`config.mk`:
```
export PLATFORM = sky130hd
export DESIGN_NAME = ps2_game_input
export DESIGN_NICKNAME = d
export VERILOG_FILES = /design/src/rtl/ps2_game_input.sv
export SDC_FILE = /design/constraint.sdc
export NUM_CORES = 1
export LEC_CHECK = 0
export ABC_AREA = 1
export CORE_MARGIN = 2
export CORE_UTILIZATION = 40
export CTS_CLUSTER_SIZE = 14
export DETAILED_ROUTE_END_ITERATION = 6
export PLACE_DENSITY = 0.62
export REMOVE_ABC_BUFFERS = 1
export SLEW_MARGIN = 40
export SYNTH_ARGS = -nofsm -noshare
export SYNTH_HDL_FRONTEND = slang
export SYNTH_SLANG_ARGS = --single-unit
```
`constraint.sdc`:
```
create_clock -name clk -period 5.5 [get_ports clk]
set_input_delay 1.1 -clock clk [delete_from_list [all_inputs] [get_ports clk]]
set_output_delay 1.1 -clock clk [all_outputs]
set_load 0.005 [all_outputs]
```
`src/rtl/ps2_game_input.sv`:
```
// ps2_game_input: PS/2 Set-2 keyboard front end for the shooter game.
// Conditions the raw PS/2 lines, captures 11-bit frames, decodes
// make/break sequences and drives the game controls.
//
// Ports:
//   clk, reset          - system clock, async active-high reset
//   ps2_clk, ps2_data   - raw keyboard lines (asynchronous, never driven)
//   ctrl_up/down/left/right, shooting - held-key levels
//   enter, bomb         - one-cycle pulses on first make of Enter / X
//   rx_byte, rx_valid   - last good byte and its one-cycle strobe
//   frame_err           - one-cycle pulse on parity/start/stop/timeout error
module ps2_game_input #(
    parameter int unsigned FILTER_LEN = 8,
    parameter int unsigned TIMEOUT    = 200_000
) (
    input  logic       clk,
    input  logic       reset,
    input  logic       ps2_clk,
    input  logic       ps2_data,
    output logic       ctrl_up,
    output logic       ctrl_down,
    output logic       ctrl_left,
    output logic       ctrl_right,
    output logic       shooting,
    output logic       enter,
    output logic       bomb,
    output logic [7:0] rx_byte,
    output logic       rx_valid,
    output logic       frame_err
);
    localparam int unsigned FW = $clog2(FILTER_LEN + 1);
    localparam int unsigned TW = $clog2(TIMEOUT + 1);

    typedef enum logic [1:0] {S_IDLE, S_EXT, S_BRK, S_EXT_BRK} dec_state_e;

    logic           clk_s1_q, clk_s1_d, clk_s2_q, clk_s2_d;
    logic           dat_s1_q, dat_s1_d, dat_s2_q, dat_s2_d;
    logic           filt_q, filt_d, filt_prev_q, filt_prev_d;
    logic [FW-1:0]  filt_cnt_q, filt_cnt_d;
    logic [10:0]    frame_q, frame_d;
    logic [3:0]     bit_cnt_q, bit_cnt_d;
    logic [TW-1:0]  wd_q, wd_d;
    logic [7:0]     rx_byte_q, rx_byte_d;
    logic           rx_valid_q, rx_valid_d, frame_err_q, frame_err_d;
    dec_state_e     state_q, state_d;
    logic           up_q, up_d, down_q, down_d, left_q, left_d, right_q, right_d;
    logic           shoot_q, shoot_d, enter_q, enter_d, bomb_q, bomb_d;
    logic           enter_held_q, enter_held_d, x_held_q, x_held_d;
    logic           fall;
    logic           key_ev, key_make, key_ext;

    always_comb begin
        clk_s1_d = ps2_clk;
        clk_s2_d = clk_s1_q;
        dat_s1_d = ps2_data;
        dat_s2_d = dat_s1_q;

        // Filtered level flips only after FILTER_LEN consecutive differing samples.
        filt_d     = filt_q;
        filt_cnt_d = '0;
        if (clk_s2_q != filt_q) begin
            if (filt_cnt_q == FW'(FILTER_LEN - 1)) begin
                filt_d = clk_s2_q;
            end else begin
                filt_cnt_d = filt_cnt_q + 1'b1;
            end
        end
        filt_prev_d = filt_q;
        fall        = filt_prev_q & ~filt_q;

        frame_d     = frame_q;
        bit_cnt_d   = bit_cnt_q;
        wd_d        = wd_q;
        rx_byte_d   = rx_byte_q;
        rx_valid_d  = 1'b0;
        frame_err_d = 1'b0;
        if (fall) begin
            // Shift in LSB-first: frame[0]=start, [8:1]=data, [9]=parity, [10]=stop.
            frame_d = {dat_s2_q, frame_q[10:1]};
            wd_d    = '0;
            if (bit_cnt_q == 4'd10) begin
                bit_cnt_d = '0;
                if (!frame_d[0] && frame_d[10] && (^frame_d[9:1])) begin
                    rx_byte_d  = frame_d[8:1];
                    rx_valid_d = 1'b1;
                end else begin
                    frame_err_d = 1'b1;
                end
            end else begin
                bit_cnt_d = bit_cnt_q + 4'd1;
            end
        end else if (bit_cnt_q != 4'd0) begin
            // Watchdog only runs mid-frame; an edge in the same cycle takes priority above.
            if (wd_q == TW'(TIMEOUT - 1)) begin
                bit_cnt_d   = '0;
                wd_d        = '0;
                frame_err_d = 1'b1;
            end else begin
                wd_d = wd_q + 1'b1;
            end
        end

        state_d      = state_q;
        up_d         = up_q;
        down_d       = down_q;
        left_d       = left_q;
        right_d      = right_q;
        shoot_d      = shoot_q;
        enter_held_d = enter_held_q;
        x_held_d     = x_held_q;
        enter_d      = 1'b0;
        bomb_d       = 1'b0;
        key_ev       = 1'b0;
        key_make     = 1'b0;
        key_ext      = 1'b0;
        if (rx_valid_q) begin
            unique case (state_q)
                S_IDLE: begin
                    if (rx_byte_q == 8'hE0)      state_d = S_EXT;
                    else if (rx_byte_q == 8'hF0) state_d = S_BRK;
                    else begin
                        key_ev   = 1'b1;
                        key_make = 1'b1;
                    end
                end
                S_EXT: begin
                    if (rx_byte_q == 8'hF0) state_d = S_EXT_BRK;
                    else begin
                        key_ev   = 1'b1;
                        key_make = 1'b1;
                        key_ext  = 1'b1;
                        state_d  = S_IDLE;
                    end
                end
                S_BRK: begin
                    key_ev  = 1'b1;
                    state_d = S_IDLE;
                end
                S_EXT_BRK: begin
                    key_ev  = 1'b1;
                    key_ext = 1'b1;
                    state_d = S_IDLE;
                end
            endcase
        end

        if (key_ev) begin
            if (key_ext) begin
                case (rx_byte_q)
                    8'h75:   up_d    = key_make;
                    8'h72:   down_d  = key_make;
                    8'h6B:   left_d  = key_make;
                    8'h74:   right_d = key_make;
                    default: ;
                endcase
            end else begin
                case (rx_byte_q)
                    8'h1A: shoot_d = key_make;
                    8'h5A: begin
                        enter_d      = key_make & ~enter_held_q;
                        enter_held_d = key_make;
                    end
                    8'h22: begin
                        bomb_d   = key_make & ~x_held_q;
                        x_held_d = key_make;
                    end
                    default: ;
                endcase
            end
        end
    end

    always_ff @(posedge clk or posedge reset) begin
        if (reset) begin
            clk_s1_q     <= 1'b1;
            clk_s2_q     <= 1'b1;
            dat_s1_q     <= 1'b1;
            dat_s2_q     <= 1'b1;
            filt_q       <= 1'b1;
            filt_prev_q  <= 1'b1;
            filt_cnt_q   <= '0;
            frame_q      <= '0;
            bit_cnt_q    <= '0;
            wd_q         <= '0;
            rx_byte_q    <= '0;
            rx_valid_q   <= 1'b0;
            frame_err_q  <= 1'b0;
            state_q      <= S_IDLE;
            up_q         <= 1'b0;
            down_q       <= 1'b0;
            left_q       <= 1'b0;
            right_q      <= 1'b0;
            shoot_q      <= 1'b0;
            enter_q      <= 1'b0;
            bomb_q       <= 1'b0;
            enter_held_q <= 1'b0;
            x_held_q     <= 1'b0;
        end else begin
            clk_s1_q     <= clk_s1_d;
            clk_s2_q     <= clk_s2_d;
            dat_s1_q     <= dat_s1_d;
            dat_s2_q     <= dat_s2_d;
            filt_q       <= filt_d;
            filt_prev_q  <= filt_prev_d;
            filt_cnt_q   <= filt_cnt_d;
            frame_q      <= frame_d;
            bit_cnt_q    <= bit_cnt_d;
            wd_q         <= wd_d;
            rx_byte_q    <= rx_byte_d;
            rx_valid_q   <= rx_valid_d;
            frame_err_q  <= frame_err_d;
            state_q      <= state_d;
            up_q         <= up_d;
            down_q       <= down_d;
            left_q       <= left_d;
            right_q      <= right_d;
            shoot_q      <= shoot_d;
            enter_q      <= enter_d;
            bomb_q       <= bomb_d;
            enter_held_q <= enter_held_d;
            x_held_q     <= x_held_d;
        end
    end

    assign ctrl_up    = up_q;
    assign ctrl_down  = down_q;
    assign ctrl_left  = left_q;
    assign ctrl_right = right_q;
    assign shooting   = shoot_q;
    assign enter      = enter_q;
    assign bomb       = bomb_q;
    assign rx_byte    = rx_byte_q;
    assign rx_valid   = rx_valid_q;
    assign frame_err  = frame_err_q;
endmodule

```
-- After elaboration in Yosys (flattened, before gate mapping)
Cells that the tools add are included.
- flip-flop bits (word level): 64
- output and inout bits: 17
- logic and storage cells: 105
- add/sub/neg operators: 3
- equal/unequal tests: 17
- mux-type cells: 35
- bitwise operators: 7
- reduce and logical (&&, ||, !) cells: 20
- operators by type and width (kind ; count):
    $mux 18 ; 3
    $eq 8x7->1 const B ; 5
    $mux 4 ; 6
    $reduce_and 3->1 ; 8
    $mux 1 ; 19
    $add 18x1->18 const B ; 1
    $eq 18x18->1 const B ; 1
    $eq 8x8->1 const B ; 2
    $reduce_xor 9->1 ; 1
    $add 4x1->4 const B ; 2
    $eq 8x5->1 const B ; 1
    $eq 8x6->1 const B ; 1
    $mux 2 ; 3
    $pmux 2 s3 ; 1
    $reduce_and 2->1 ; 3
    $eq 2x2->1 const B ; 2
    $eq 4x3->1 const B ; 1
    $eq 4x4->1 const B ; 1
    $not 1->1 ; 4
    $pmux 1 s2 ; 2
    $reduce_bool 2->1 ; 2
    $reduce_bool 4->1 ; 1
    $and 1x1->1 ; 3
    $ne 3x3->1 const B ; 1
    other kinds (7) ; 8

-- Longest topological paths before layout
Gate-level depths: netlist (run 1).
- depth in word-level cells: 9
- gate-level depth with buffers: 12
- mapped depth without buffers: 12

-- Least setup slack after synthesis (run 1)
Ideal clock, no wire load.
- kind: register to register
- start point: reg bit_cnt_q[0]
- end point: reg wd_q[5]
- setup time: 0.120 ns
- arrival time: 1.422 ns
- data required time: 5.380 ns
- setup slack: 3.959 ns
- cell stages (with the launch flop): 10
- buffers on the path: 1
- period minus slack after synthesis: 1.541 ns
- cells stage by stage: dfrtp_1 inv_1 ha_1 nand3_4 nor2_8 inv_2 buf_4 nand2_1 xor2_1 nor2_1
- cells in the longest elaborated chain, start to end: 2
- ends and longest elaborated chain (element ; RTL line ; source):
    from (decl) ; 41 ; logic [3:0] bit_cnt_q, bit_cnt_d;
    from (signal assigned) ; 207 ; bit_cnt_q <= bit_cnt_d;
    $reduce_bool 4->1 ; 92 ; end else if (bit_cnt_q != 4'd0) begin
    $reduce_bool 2->1 (no line) ; - ;
    to (signal assigned) ; 208 ; wd_q <= wd_d;
    to (decl) ; 42 ; logic [TW-1:0] wd_q, wd_d;
Every way passes these cells.
A chain may end at the register's enable or synchronous reset.

-- Worst setup path after layout (run 1)
- start point: reg rx_byte_q[6], in the netlist rx_byte[6]
- end point: out rx_byte[6]
- RTL lines (element ; RTL line ; source):
    from (decl) ; 43 ; logic [7:0] rx_byte_q, rx_byte_d;
    from (signal assigned) ; 209 ; rx_byte_q <= rx_byte_d;
    to (decl) ; 27 ; output logic [7:0] rx_byte,
No word-level cell between the ends.

==> flow_metrics.env, run 1 <==
export IMPL_seq_area_um2=1584
export IMPL_fill_cells=794
export IMPL_area_growth_pct=15.99
export IMPL_ant_nets=0
export IMPL_post_cts_buffers=0
export IMPL_synth_seq_cells=63
export IMPL_place_congestion=0.8555
export IMPL_vias_per_cell=4.863
export IMPL_startpoint_type="register"
export IMPL_synth_area_um2=3311
export IMPL_antenna_found_initial=0
export IMPL_clock_latency_ns=0.34
export IMPL_path_clk_slew_ns=0.07
export IMPL_p_per_area_nw_per_um2=372.4
export IMPL_critPathTopFamily="buffers and inverters"
export IMPL_first_pass_iters=4
export IMPL_required_ns=4.40
export IMPL_diodes=0
export IMPL_status="finished clean"
export IMPL_track_usage_pct=15.91
export IMPL_hp_class="register to register"
export IMPL_global_route_overflow_total=0
export IMPL_finalCriticalPeriod_ns=2.417
export IMPL_grt_start_max_net_pins=64
export IMPL_nets=433
export IMPL_muxShareOfSynthArea_pct=0.3401
export IMPL_cts_hold_buf=0
export IMPL_synth_xor_area_share_pct=4.233
export IMPL_h_tree_depth=3
export IMPL_multi_input_area_um2=1516
export IMPL_dieArea_um2=9020
export IMPL_holdWs_ns=0.3559
export IMPL_synthArstFlopShare_pct=100.0
export IMPL_hold_violations=0
export IMPL_synth_common_cells="nand2_1, dfrtp_1, inv_1"
export IMPL_drive_gt1_share_pct=15.15
export IMPL_first_global_vias=2449
export IMPL_synth_top_family_by_area="simple AND/OR/NAND/NOR gates"
export IMPL_cp_end_kind="output port"
export IMPL_synth_fa_ha_area_share_pct=1.890
export IMPL_power_uw=1430
export IMPL_worstPathMaxFanout=6
export IMPL_wl_per_cell_um=11.88
export IMPL_cpMaxStageDelayCell="clkdlybuf4s50_1"
export IMPL_core_um2=8134
export IMPL_synth_cell_types=40
export IMPL_place_hpwl_um=4527
export IMPL_min_period_over_period_pct=43.94
export IMPL_seq_area_frac_synth_pct=47.85
export IMPL_syn_inst=396
export IMPL_io_pins=21
export IMPL_ys_warn_count=0
export IMPL_cp_slowest_stage_delay_ns=0.53
export IMPL_slew_limit_headroom_pct=61.42
export IMPL_setup_tns_ns=0
export IMPL_cts_resized_gates=0
export IMPL_worstPathBufferInverterCount=1
export IMPL_power_leakage_uw=0.001744
export IMPL_ys_top_cells_by_area="dfrtp_1, nand2_1, inv_1, dfstp_2, nor2_1"
export IMPL_cts_tree="done"
export IMPL_port_buffers=20
export IMPL_rsz0062_at_grt="false"
export IMPL_cts_sinks=63
export IMPL_cts_root_buf="clkbuf_8"
export IMPL_cts_buffers=9
export IMPL_fmax_mhz=413.8
export IMPL_finClkSkew_ns=0.004978
export IMPL_setup_viol=0
export IMPL_die_w_um=94.98
export IMPL_wirelength_um=6344
export IMPL_critPathKind="register to output port"
export IMPL_synth_most_common_cell="nand2_1"
export IMPL_grt_pass1_wl_um=11110
export IMPL_drtIter0Drc=134
export IMPL_row_count=33
export IMPL_max_cap_violations=0
export IMPL_path_cells="clkdlybuf4s50_1"
export IMPL_synth_compound_area_share_pct=6.009
export IMPL_clk_path_buf_depth=2
export IMPL_synth_area_leader_cell="dfrtp_1"
export IMPL_synth_edf_count=0
export IMPL_peakVddDrop_mv=0.1274
export IMPL_start_util_pct=40.70
export IMPL_ys_flop_type="dfrtp_1"
export IMPL_vias=2597
export IMPL_finalMaxSlewViolations=0
export IMPL_die_h_um=94.98
export IMPL_cp_data_arrival_time_ns=1.32
export IMPL_route_detailed_drc=0
export IMPL_avgSynthCellArea_um2=8.360
export IMPL_worstMarginPinSlew_ns=0.5774
export IMPL_yosys_area_share_simple_pct=33.33
export IMPL_netlist_area_leader_share_pct=43.08
==> stage by stage <==
| step | std cells | worst slack (ns) | util, % | cell area, um^2 |
|---|---|---|---|---|
| finish | 534 | 3.083 | 47.21 | 3840 |
| global placement | 518 | 3.258 | 44.55 | 3623 |
| global route | 534 | 3.015 | 47.21 | 3840 |
| CTS | 534 | 3.063 | 47.16 | 3836 |
| detailed placement | 518 | 3.243 | 44.55 | 3623 |
| floorplan | 392 | 2.840 | - | 3284 |
==> power by group <==
group	switching [uW]	internal [uW]
clock	183	254
sequential	59.9	529
combinational	277	127
total	520	910
==> logic make-up (layout without fill, tap and decap cells) <==
group,count (synthesis),count (layout)
AND/OR/NAND/NOR,221,221
XOR/XNOR,16,16
buffers and inverters,53,86
multiplexers,1,1
flip-flops,63,63
adder cells (fa/ha/maj),5,5
AO/OA/AOI/OAI,37,37
==> area by class of cell <==
class	instances	area share, %
clock inverters	6	2.216
flip-flops and latches	63	41.25
clock buffers	10	3.324
repair buffers	21	5.507
well taps	105	3.421
multi-input cells	280	39.49
inverters	49	4.790
==> metal layers <==
layer  vias to the layer above  track usage [%]  share of wire [%]
li1                       1333                -                  -
met2                        50            25.18                 47
met4                         0            8.696                1.7
met5                         -                0                  0
met1                      1208            20.39                 48
met3                         6            3.192                3.6
==> placed cells by master (no fill, tap or decap), types with 3 or more instances in the layout <==
cell	count
nand2_1	102
dfrtp_1	57
inv_1	42
nor2_1	40
clkdlybuf4s50_1	20
nand3_1	18
nand4_1	15
o21ai_0	15
xor2_1	10
o21ai_1	10
clkbuf_8	9
nand2_2	8
inv_2	7
xnor2_1	6
nor2_2	6
nor3_1	6
dfstp_2	6
a21oi_1	5
ha_1	5
nand3_2	4
nor2_4	4
a31oi_1	3
nor4_1	3
==> final timing paths <==
kind | startpoint | endpoint | slack (ns) | cells after the start
setup / recovery | rx_byte[6] | rx_byte[6] | 3.08 | 1
hold / removal | dat_s1_q | dat_s2_q | 0.36 | 0
setup reg to reg | filt_prev_q | rx_byte[2] | 3.53 | 7
hold reg to reg | dat_s1_q | dat_s2_q | 0.36 | 0
max in group asynchronous | reset | dat_s2_q | 3.89 | 3
min in group asynchronous | reset | filt_cnt_q[0] | 1.22 | 3
==> sequential cells by signal (all words and copies together), names as in the netlist, 2 cells and up <==
signal	flops
frame_q	10
wd_q	18
filt_cnt_q	4
rx_byte	8
state_q	2
bit_cnt_q	4
Note: power is estimated with default switching activity, not from simulation.
==> inputs of run 2 (changes only) <==
==> constraint.sdc (replaced) <==
create_clock -name clk -period 2.4 [get_ports clk]
set_input_delay 0.48 -clock clk [delete_from_list [all_inputs] [get_ports clk]]
set_output_delay 0.48 -clock clk [all_outputs]
set_load 0.005 [all_outputs]
==> flow_metrics.env, run 2 (same netlist as run 1, synthesis figures left out) <==
export IMPL_status="finished clean"
export IMPL_io_pins=21
export IMPL_drtIter0Drc=169
export IMPL_cp_end_kind="output port"
export IMPL_wl_per_cell_um=11.82
export IMPL_cp_data_arrival_time_ns=1.34
export IMPL_power_frac_seq_pct=42.1
export IMPL_drt_met1_wl_um=3077
export IMPL_cts_tree="done"
export IMPL_cts_sinks=63
export IMPL_route_detailed_drc=0
export IMPL_antenna_found_initial=0
export IMPL_slew_limit_headroom_pct=70.25
export IMPL_grt_pass1_wl_um=11290
export IMPL_first_pass_iters=4
export IMPL_swShare_pct=36.32
export IMPL_rsz0062_at_grt="false"
export IMPL_dieArea_um2=9020
export IMPL_min_period_over_period_pct=75.73
export IMPL_p_per_area_nw_per_um2=837.6
export IMPL_fmax_mhz=550.2
export IMPL_final_cell_mix="nand2_1, dfrtp_1, inv_1"
export IMPL_critPathKind="register to output port"
export IMPL_pwr_share_comb_pct=28.6
export IMPL_dr_max_layer_used="met4"
export IMPL_clk_path_buf_depth=2
export IMPL_clockPowerShare_pct=29.4
export IMPL_vias_per_cell=4.931
export IMPL_clock_latency_ns=0.34
export IMPL_hp_class="register to register"
export IMPL_core_um2=8134
export IMPL_finalCriticalPeriod_ns=1.818
export IMPL_path_cells="clkdlybuf4s50_1"
export IMPL_internal_power_uw=2051
export IMPL_critPathTopFamily="buffers and inverters"
export IMPL_wirelength_um=6326
export IMPL_hold_violations=0
export IMPL_vias=2638
export IMPL_path_clk_slew_ns=0.07
export IMPL_setup_tns_ns=0
export IMPL_port_buffers=20
export IMPL_die_w_um=94.98
export IMPL_place_congestion=0.8509
export IMPL_nets=434
export IMPL_h_tree_depth=3
export IMPL_grt_start_max_net_pins=64
export IMPL_finClkSkew_ns=0.009882
export IMPL_track_usage_pct=16.15
export IMPL_startpoint_type="register"
export IMPL_worstPathMaxFanout=6
export IMPL_cp_slowest_stage_delay_ns=0.54
export IMPL_route_met3_wl_um=231
export IMPL_worstMarginPinSlew_ns=0.4422
export IMPL_start_util_pct=40.70
export IMPL_fin_area_um2=3845
export IMPL_peakVddDrop_mv=0.2833
export IMPL_max_cap_violations=0
export IMPL_largest_reg_flops=18
export IMPL_die_h_um=94.98
export IMPL_cpMaxStageDelayCell="clkdlybuf4s50_1"
export IMPL_dpl_cell_area_um2=3643
export IMPL_wl_met2_um=2870
export IMPL_ant_nets=0
export IMPL_setup_viol=0
export IMPL_drive_gt1_share_pct=15.12
export IMPL_final_common_cell="nand2_1"
export IMPL_cts_root_buf="clkbuf_8"
export IMPL_switching_power_uw=1170
export IMPL_first_global_vias=2495
export IMPL_cts_buffers=9
export IMPL_row_count=33
export IMPL_cts_hold_buf=0
export IMPL_diodes=0
export IMPL_worstPathBufferInverterCount=1
export IMPL_post_cts_buffers=0
export IMPL_power_leakage_uw=0.001750
export IMPL_required_ns=1.92
export IMPL_cts_resized_gates=0
export IMPL_finalMaxSlewViolations=0
export IMPL_fill_cells=808
export IMPL_global_route_overflow_total=0
export IMPL_largest_register="wd_q"
export IMPL_area_growth_pct=16.14
export IMPL_place_hpwl_um=4563
-- run 2: cell count changes in the layout (fill, tap and decap cells not counted), sizes merged --
cell | previous run | this run
clkbuf | 10 | 13
buf | 1 | 2
bufinv | 2 | 1
clkinv | 2 | 1
clkinvlp | 2 | 1
-- run 2: metal layers --
metal | GRT usage, % | vias up
met4 | 7.971 | 0
met1 | 21.01 | 1248
li1 | - | 1337
met5 | 0 | -
met2 | 25.24 | 41
met3 | 3.831 | 12
-- run 2: worst paths after layout --
| kind | startpoint | end | slack [ns] | depth (start not counted) |
|---|---|---|---|---|
| max | rx_byte[6] | rx_byte[6] | 0.58 | 1 |
| min | clk_s1_q | clk_s2_q | 0.36 | 0 |
| max reg2reg | wd_q[0] | bit_cnt_q[1] | 0.67 | 7 |
| min reg2reg | clk_s1_q | clk_s2_q | 0.36 | 0 |
| max in group asynchronous | reset | filt_prev_q | 1.56 | 3 |
| min in group asynchronous | reset | wd_q[17] | 0.54 | 3 |
-- run 2: layout make-up --
class / instances / area, um^2 / share of cell area [%]
Timing Repair Buffer: 22 / 227.7 / 5.923
Clock buffer: 13 / 158.9 / 4.133
Clock inverter: 3 / 42.54 / 1.106
Tap cell: 105 / 131.4 / 3.417
Multi-Input combinational cell: 280 / 1516 / 39.44
Sequential cell: 63 / 1584 / 41.20
Inverter: 49 / 183.9 / 4.784
-- run 2: power by group through the flow --
stage          logic [uW]  registers (uW)  clock network (uW)
4_1_cts               935            1360                 976
3_3_place_gp          905            1370                   0
6_report              920            1350                 945
5_1_grt              1060            1380                1020
3_5_place_dp          932            1380                   0
2_1_floorplan         752            1340                   0
-- run 2: metrics by stage --
stage | std cells | worst slack [ns] | utilization (%) | power [uW] | hold WS (ns)
detailed placement | 519 | 0.6796 | 44.79 | 2307 | 0.3481
CTS | 535 | 0.5651 | 47.27 | 3267 | 0.3587
global placement | 519 | 0.7242 | 44.79 | 2273 | 0.3454
floorplan | 392 | 0.3602 | - | 2091 | 0.3452
finish | 535 | 0.5824 | 47.27 | 3220 | 0.3572
global route | 535 | 0.4885 | 47.27 | 3459 | 0.3665
